File: src/rtl/execute_stage.sv
// EX stage: operand-B mux, ALU/funct decode, destination select and EX/MEM latch.
// Optional build macro EXECUTE_OVF_EN adds a registered signed-overflow flag.
module execute_stage (
  input  logic        clock,
  input  logic        reset,
  input  logic        ALUSrc,
  input  logic        RegDst,
  input  logic        ALUOp,
  input  logic [31:0] registro_1,
  input  logic [31:0] registro_2,
  input  logic [31:0] sign_extend,
  input  logic [10:0] jump_dest_addr,
  input  logic [4:0]  reg_dest_r_type,
  input  logic [4:0]  reg_dest_l_type,
  output logic [31:0] result_out,
  output logic [31:0] registro_2_out,
  output logic [4:0]  reg_dest_out,
  output logic [10:0] jump_dest_addr_out,
  output logic        zero_signal_out
`ifdef EXECUTE_OVF_EN
  ,
  output logic        overflow_out
`endif
);

  logic [31:0] a, b, sum, diff, alu;
  logic [5:0]  funct;
  logic [4:0]  shamt, vshamt;
  logic        add_ovf, sub_ovf, ovf;

  assign a      = registro_1;
  assign b      = ALUSrc ? sign_extend : registro_2;
  assign funct  = sign_extend[5:0];
  assign shamt  = sign_extend[10:6];
  assign vshamt = a[4:0];
  assign sum    = a + b;
  assign diff   = a - b;

  // Signed overflow: operands agree (add) / differ (sub) in sign but result flips.
  assign add_ovf = (a[31] == b[31]) && (sum[31] != a[31]);
  assign sub_ovf = (a[31] != b[31]) && (diff[31] != a[31]);

  always_comb begin
    alu = sum;
    ovf = 1'b0;
    if (!ALUOp) begin
      ovf = add_ovf;
    end else begin
      case (funct)
        6'h20: begin alu = sum;  ovf = add_ovf; end
        6'h21: alu = sum;
        6'h22: begin alu = diff; ovf = sub_ovf; end
        6'h23: alu = diff;
        6'h24: alu = a & b;
        6'h25: alu = a | b;
        6'h26: alu = a ^ b;
        6'h27: alu = ~(a | b);
        6'h2A: alu = {31'd0, ($signed(a) < $signed(b))};
        6'h2B: alu = {31'd0, (a < b)};
        6'h00: alu = b << shamt;
        6'h02: alu = b >> shamt;
        6'h03: alu = $signed(b) >>> shamt;
        6'h04: alu = b << vshamt;
        6'h06: alu = b >> vshamt;
        6'h07: alu = $signed(b) >>> vshamt;
        default: alu = sum;
      endcase
    end
  end

  always_ff @(posedge clock or negedge reset) begin
    if (!reset) begin
      result_out         <= '0;
      registro_2_out     <= '0;
      reg_dest_out       <= '0;
      jump_dest_addr_out <= '0;
      zero_signal_out    <= 1'b0;
    end else begin
      result_out         <= alu;
      registro_2_out     <= registro_2;
      reg_dest_out       <= RegDst ? reg_dest_r_type : reg_dest_l_type;
      jump_dest_addr_out <= jump_dest_addr;
      zero_signal_out    <= (alu == 32'd0);
    end
  end

`ifdef EXECUTE_OVF_EN
  always_ff @(posedge clock or negedge reset) begin
    if (!reset) overflow_out <= 1'b0;
    else        overflow_out <= ovf;
  end
`else
  logic unused_ovf;
  assign unused_ovf = ovf;
`endif

endmodule

File: config.mk
export PLATFORM = sky130hd
export DESIGN_NAME = execute_stage
export DESIGN_NICKNAME = d
export VERILOG_FILES = /design/src/rtl/execute_stage.sv
export SDC_FILE = /design/constraint.sdc
export NUM_CORES = 1
export LEC_CHECK = 0
export ABC_AREA = 1
export CAP_MARGIN = 0
export CELL_PAD_IN_SITES_DETAIL_PLACEMENT = 1
export CELL_PAD_IN_SITES_GLOBAL_PLACEMENT = 2
export CORE_ASPECT_RATIO = 1.1
export CORE_UTILIZATION = 31
export CTS_CLUSTER_DIAMETER = 100
export DETAILED_ROUTE_END_ITERATION = 8
export GPL_ROUTABILITY_DRIVEN = 1
export GPL_TIMING_DRIVEN = 0
export MAX_ROUTING_LAYER = met4
export PLACE_DENSITY_LB_ADDON = 0.15
export SETUP_SLACK_MARGIN = 0.1
export SLEW_MARGIN = 20
export SYNTH_ARGS = -nofsm -noshare
export SYNTH_HDL_FRONTEND = slang
export SYNTH_SLANG_ARGS = --single-unit
File: constraint.sdc
create_clock -name clock -period 1 [get_ports clock]
set_clock_uncertainty 0.05 [all_clocks]
set_input_delay 0.2 -clock clock [delete_from_list [all_inputs] [get_ports clock]]
set_output_delay 0.2 -clock clock [all_outputs]
set_load 0.1 [all_outputs]
==> reports/qor.txt, run 1 <==
Commonest cells in the netlist = 784 x nand2_1, 661 x nand3_1, 276 x inv_1
CTS root buffer = clkbuf_16
Avg Cell Area, Syn = 5.44 sq um
Sequential share of the synthesized area = 13.9%
Total number of yosys warnings = 0
Total track usage = 80.8%
Synth top area share = 22.6%
Synth area leader = nand3_1
Last stage = 5_1_grt
# port buffers = 201
Unique masters post-synth = 48
Die Wd = 209 um
Tool Error = [ERROR GRT-0232] Routing congestion too high. Check the congestion heatmap in the GUI.
Worst_ep kind = register data pin
Post-Syn Nets = 2,911
Asr flop ratio synth = 100%
Initial Util = 31.4%
H-tree depth = 3
Top post-synthesis cells by area = nand3_1 23%, nand2_1 20%, dfrtp_1 14%, ha_1 8.3%, inv_1 7.1%
Ys flop type = dfrtp_1
Post-synth EDFFs = 0
Gr ovfl total = 322
Most numerous cell in the Yosys netlist = nand2_1
I/O Pins = 203
Routability cong. = 1.16
Status = aborted with a tool error
Clk sinks = 81
Num CTS Buffers = 9
Largest net degree at the start of global routing = 52
Final HPWL DP = 89.7 mm
Cell row count = 83
CTS Buffer Depth = 2
Mapped cell area = 14,600 sq um
Syn Inst Count = 2,690
Worst-path endpoint after global-route repair_timing = zero_signal_out$_DFF_PN0_/D
Synthesized flop and latch total = 81
Die Span Y = 230 um
==> routing by layer <==
| layer | track usage, % | GRT overflow |
|---|---|---|
| met1 | 78.5 | 3 |
| met2 | 95.8 | 184 |
| met3 | 66.2 | 7 |
| met4 | 78.6 | 128 |
| met5 | - | - |
==> logic make-up after synthesis <==
group / synth area share, %
AOI/OAI and AO/OA: 12.9
xor gates and xnor gates: 0.419
adders and majority gates: 8.57
buffers and inverters: 11.8
DFF: 13.9
muxes: 0.385
and+or+nand+nor: 52.1
==> through the flow <==
stage	hold WS (ps)	instance area (sq um)	std cells	setup TNS [ps]	worst slack, ps
2_1_floorplan	-146	15200	2690	-42010	-1660
3_3_place_gp	596	18000	3486	-506840	-5340
3_5_place_dp	135	18100	3492	-155880	-3730
4_1_cts	-279	24800	3790	-123960	-1740
==> timing repair <==
item / CTS
setup endpoints to repair: 119
pin swaps: 269
hold endpoints to repair: 30
gates cloned: 11
gates resized for setup: 1230
setup buffers: 275
==> run 2: changes to the inputs <==
==> config.mk (replaced) <==
export PLATFORM = sky130hd
export DESIGN_NAME = execute_stage
export DESIGN_NICKNAME = d
export VERILOG_FILES = /design/src/rtl/execute_stage.sv
export SDC_FILE = /design/constraint.sdc
export NUM_CORES = 1
export LEC_CHECK = 0
export ABC_AREA = 1
export CAP_MARGIN = 0
export CORE_UTILIZATION = 30
export DETAILED_ROUTE_END_ITERATION = 8
export GPL_ROUTABILITY_DRIVEN = 1
export GPL_TIMING_DRIVEN = 0
export PLACE_DENSITY_LB_ADDON = 0.15
export SLEW_MARGIN = 20
export SYNTH_ARGS = -nofsm -noshare
export SYNTH_HDL_FRONTEND = slang
export SYNTH_SLANG_ARGS = --single-unit
==> run 2 against run 1 <==
Compared with the run above:
- synthesized cell count did not move
- synthesized area unchanged
- the flow now finishes, with violations (negative hold slack, negative setup slack)
==> reports/qor.txt, run 2 <==
Status = finished with violations
Failing checks = negative hold slack, negative setup slack
Worst Path Arrival = 3290 ps
Most numerous cell in the Yosys netlist = nand2_1
Gr ovfl total = 0
Most common cell after layout, fill and taps aside = nand2_1
Crit-path max FO = 10
Max IR drop VDD = 0.844 mV
Total number of yosys warnings = 0 (unchanged)
Pre-antenna DRT Iters = 6
Routed length per instance = 28.4 um
Clk sinks = 81 (unchanged)
Post-Syn Nets = 2,911 (unchanged)
Worst-path clk slew = 70 ps
Cell row count = 80 (-3.6%)
Top post-synthesis cells by area = nand3_1 23%, nand2_1 20%, dfrtp_1 14%, ha_1 8.3%, inv_1 7.1%
Number of global-route vias before repair = 21,300
Critical path type = in2reg
Final setup viols = 114
CTS root buffer = clkbuf_16
Total number of vias = 22,600
Synth top area share = 22.6% (unchanged)
Area of the multi-input gates = 14,200 sq um
Die Span Y = 223 um (-3.1%)
Core footprint = 47,900 sq um
Req. time, crit path = 1290 ps
Slew margin rel. = 52.6%
Buf/Inv on CP = 5
RSZ-0062 raised after global routing = yes
Most frequent CP cell = o21ai_0
H-tree depth = 3 (unchanged)
Slowest library cell on the worst path = buf_2
Asr flop ratio synth = 100% (unchanged)
Synthesized flop and latch total = 81 (unchanged)
Unique masters post-synth = 48 (unchanged)
Synth area leader = nand3_1
Final HPWL DP = 83.2 mm (-7.2%)
Initial antenna violation count = 4
Commonest cells in the netlist = 784 x nand2_1, 661 x nand3_1, 276 x inv_1
Net switching power = 0.0152 W
Post-synth EDFFs = 0 (unchanged)
Slew Limit Fails = 0
Worst Hold Class = in2async
Sequential share of the synthesized area = 13.9% (unchanged)
Largest registers = registro_2_out x32, result_out x32, jump_dest_addr_out x11
CP Cell Sequence = buf_2 -> inv_4 -> nor2_4 -> nand3_2 -> buf_4 -> o21ai_4 -> buf_2 -> o21ai_0 -> o21ai_0 -> o21ai_0 -> nand3_1 -> nand4_1 -> nand2_2 -> nand2_2 -> nor2_2 -> nand2_1 -> inv_1 -> nand2_1 -> nor2_2
Largest net degree at the start of global routing = 49
Area growth, synth to finish = 70.9%
Fin crit period = 3000 ps
First-pass GRT wire length = 150 mm
# DRC = 0
Final antenna-violating net count = 0
Via density = 5.92
Final WL = 109 mm
PD cells = 1120 nW/um^2
Syn Inst Count = 2,690 (unchanged)
Mapped cell area = 14,600 sq um (unchanged)
Num CTS Buffers = 9 (unchanged)
Min Hold Slack = -285 ps
Sequential Area = 2130 sq um
Max Freq = 0.333 GHz
I/O Pins = 203 (unchanged)
Worst-Margin Slew = 712 ps
# port buffers = 201 (unchanged)
CTS tree = built
Die area = 49,700 sq um
Type of origin of the critical path = primary input
Final instance area = 25,000 sq um
Crit-path max cell delay = 340 ps
Delay-heaviest family, CP = simple AND/OR/NAND/NOR gates
CTS Buffer Depth = 2 (unchanged)
Period utilisation layout = 300%
Clock power share = 14.2%
Final worst setup slack = -2000 ps
Initial Util = 30.5% (-0.86 points)
Most frequent cells in the layout = 652 x nand2_1, 575 x nand3_1, 250 x buf_4
Ys flop type = dfrtp_1
Nets = 3,417
Total track usage = 42.6%
Switching part of the total = 54.2%
Pint = 0.0128 W
Routability cong. = 1.04 (-10%)
DP Area = 18,100 sq um (-0.14%)
Iteration-0 DRC Markers = 2,561
Hold Fails Final Rpt = 33
Final core occ = 52.1%
Die Wd = 223 um (+6.6%)
Combinational power share = 71.5%
Layout cells sized above 1 = 40.2%
Fillers = 4,845
Sequential power share = 14.3%
Max-cap violations = 0
Avg Cell Area, Syn = 5.44 sq um (unchanged)
Lkg Pwr = 11.3 nW
CP endpoint kind = flip-flop
## run 2: cell counts after synthesis
Identical to the previous run, type by type.
## run 2: cell families after synthesis
family / count (synthesis) / share of synthesized area, %
mux: 5 / 0.385
flops: 81 / 13.9
fa+ha+maj: 99 / 8.57
compound gates: 327 / 12.9
buf+inv: 419 / 11.8
xor+xnor: 7 / 0.419
simple gates: 1752 / 52.1
## run 2: area by class of cell
cell class / instances / area share (%)
Inverter: 292 / 5.41
Clock inverter: 7 / 0.420
Sequential cell: 81 / 8.51
Multi-Input combinational cell: 2190 / 57.0
Antenna cell: 2 / 0.0200
Clock buffer: 9 / 0.901
Timing Repair Buffer: 503 / 20.8
Timing Repair inverter: 1 / 0.0350
Tap cell: 615 / 3.08
Buffer: 118 / 3.80
## run 2: final timing paths
path	from	end	depth (start not counted)
min in group clock	registro_2[31]	registro_2_out[31]$_DFF_PN0_	1
max in group asynchronous	reset	registro_2_out[0]$_DFF_PN0_	2
setup / recovery	sign_extend[2]	zero_signal_out$_DFF_PN0_	19
hold / removal	reset	result_out[30]$_DFF_PN0_	1
## run 2: power groups by stage
stage / sequential, W / clock, W / combinational [W]
3_3_place_gp: 0.00391 / 0 / 0.0143
5_1_grt: 0.00403 / 0.00416 / 0.0207
4_1_cts: 0.00399 / 0.00403 / 0.0183
6_report: 0.00400 / 0.00397 / 0.0200
3_5_place_dp: 0.00392 / 0 / 0.0143
2_1_floorplan: 0.00702 / 0 / 0.00607
## run 2: routing by layer
metal / up-vias / track usage [%] / wire, um
met5: - / 0 / 0
met4: 0 / 32.1 / 10200
met3: 416 / 11.2 / 11200
met2: 1416 / 64.2 / 45600
met1: 10800 / 51.8 / 41500
li1: 9952 / - / -
## run 2: what timing repair did
action,4_1_cts,5_1_grt
buffers inserted,217,75
pin swaps,174,127
endpoints found under the hold margin,33,40
gates cloned,2,1
gates resized for setup,1460,256
endpoints found under the setup margin,114,114
## run 2: stage by stage
step | setup slack (ps) | TNS [ps] | instances | total power (W) | hold slack (ps)
detailed placement | -3840 | -154840 | 3511 | 0.0182 | 160
global route | -2120 | -72530 | 3817 | 0.0289 | -242
global placement | -4970 | -498780 | 3506 | 0.0182 | 591
finish | -2000 | -69000 | 3818 | 0.0280 | -285
floorplan | -1660 | -42010 | 2690 | 0.0131 | -146
CTS | -1970 | -66680 | 3739 | 0.0263 | -264
Note: power is estimated with default switching activity, not from simulation.
==> run 3: changes to the inputs <==
--- a/config.mk
+++ b/config.mk
@@ -8,6 +8,7 @@
 export ABC_AREA = 1
 export CAP_MARGIN = 0
 export CORE_UTILIZATION = 30
+export CTS_CLUSTER_DIAMETER = 80
 export DETAILED_ROUTE_END_ITERATION = 8
 export GPL_ROUTABILITY_DRIVEN = 1
 export GPL_TIMING_DRIVEN = 0
==> results of run 3 <==
Final layout, timing and power as in run 2 (identical DEF).
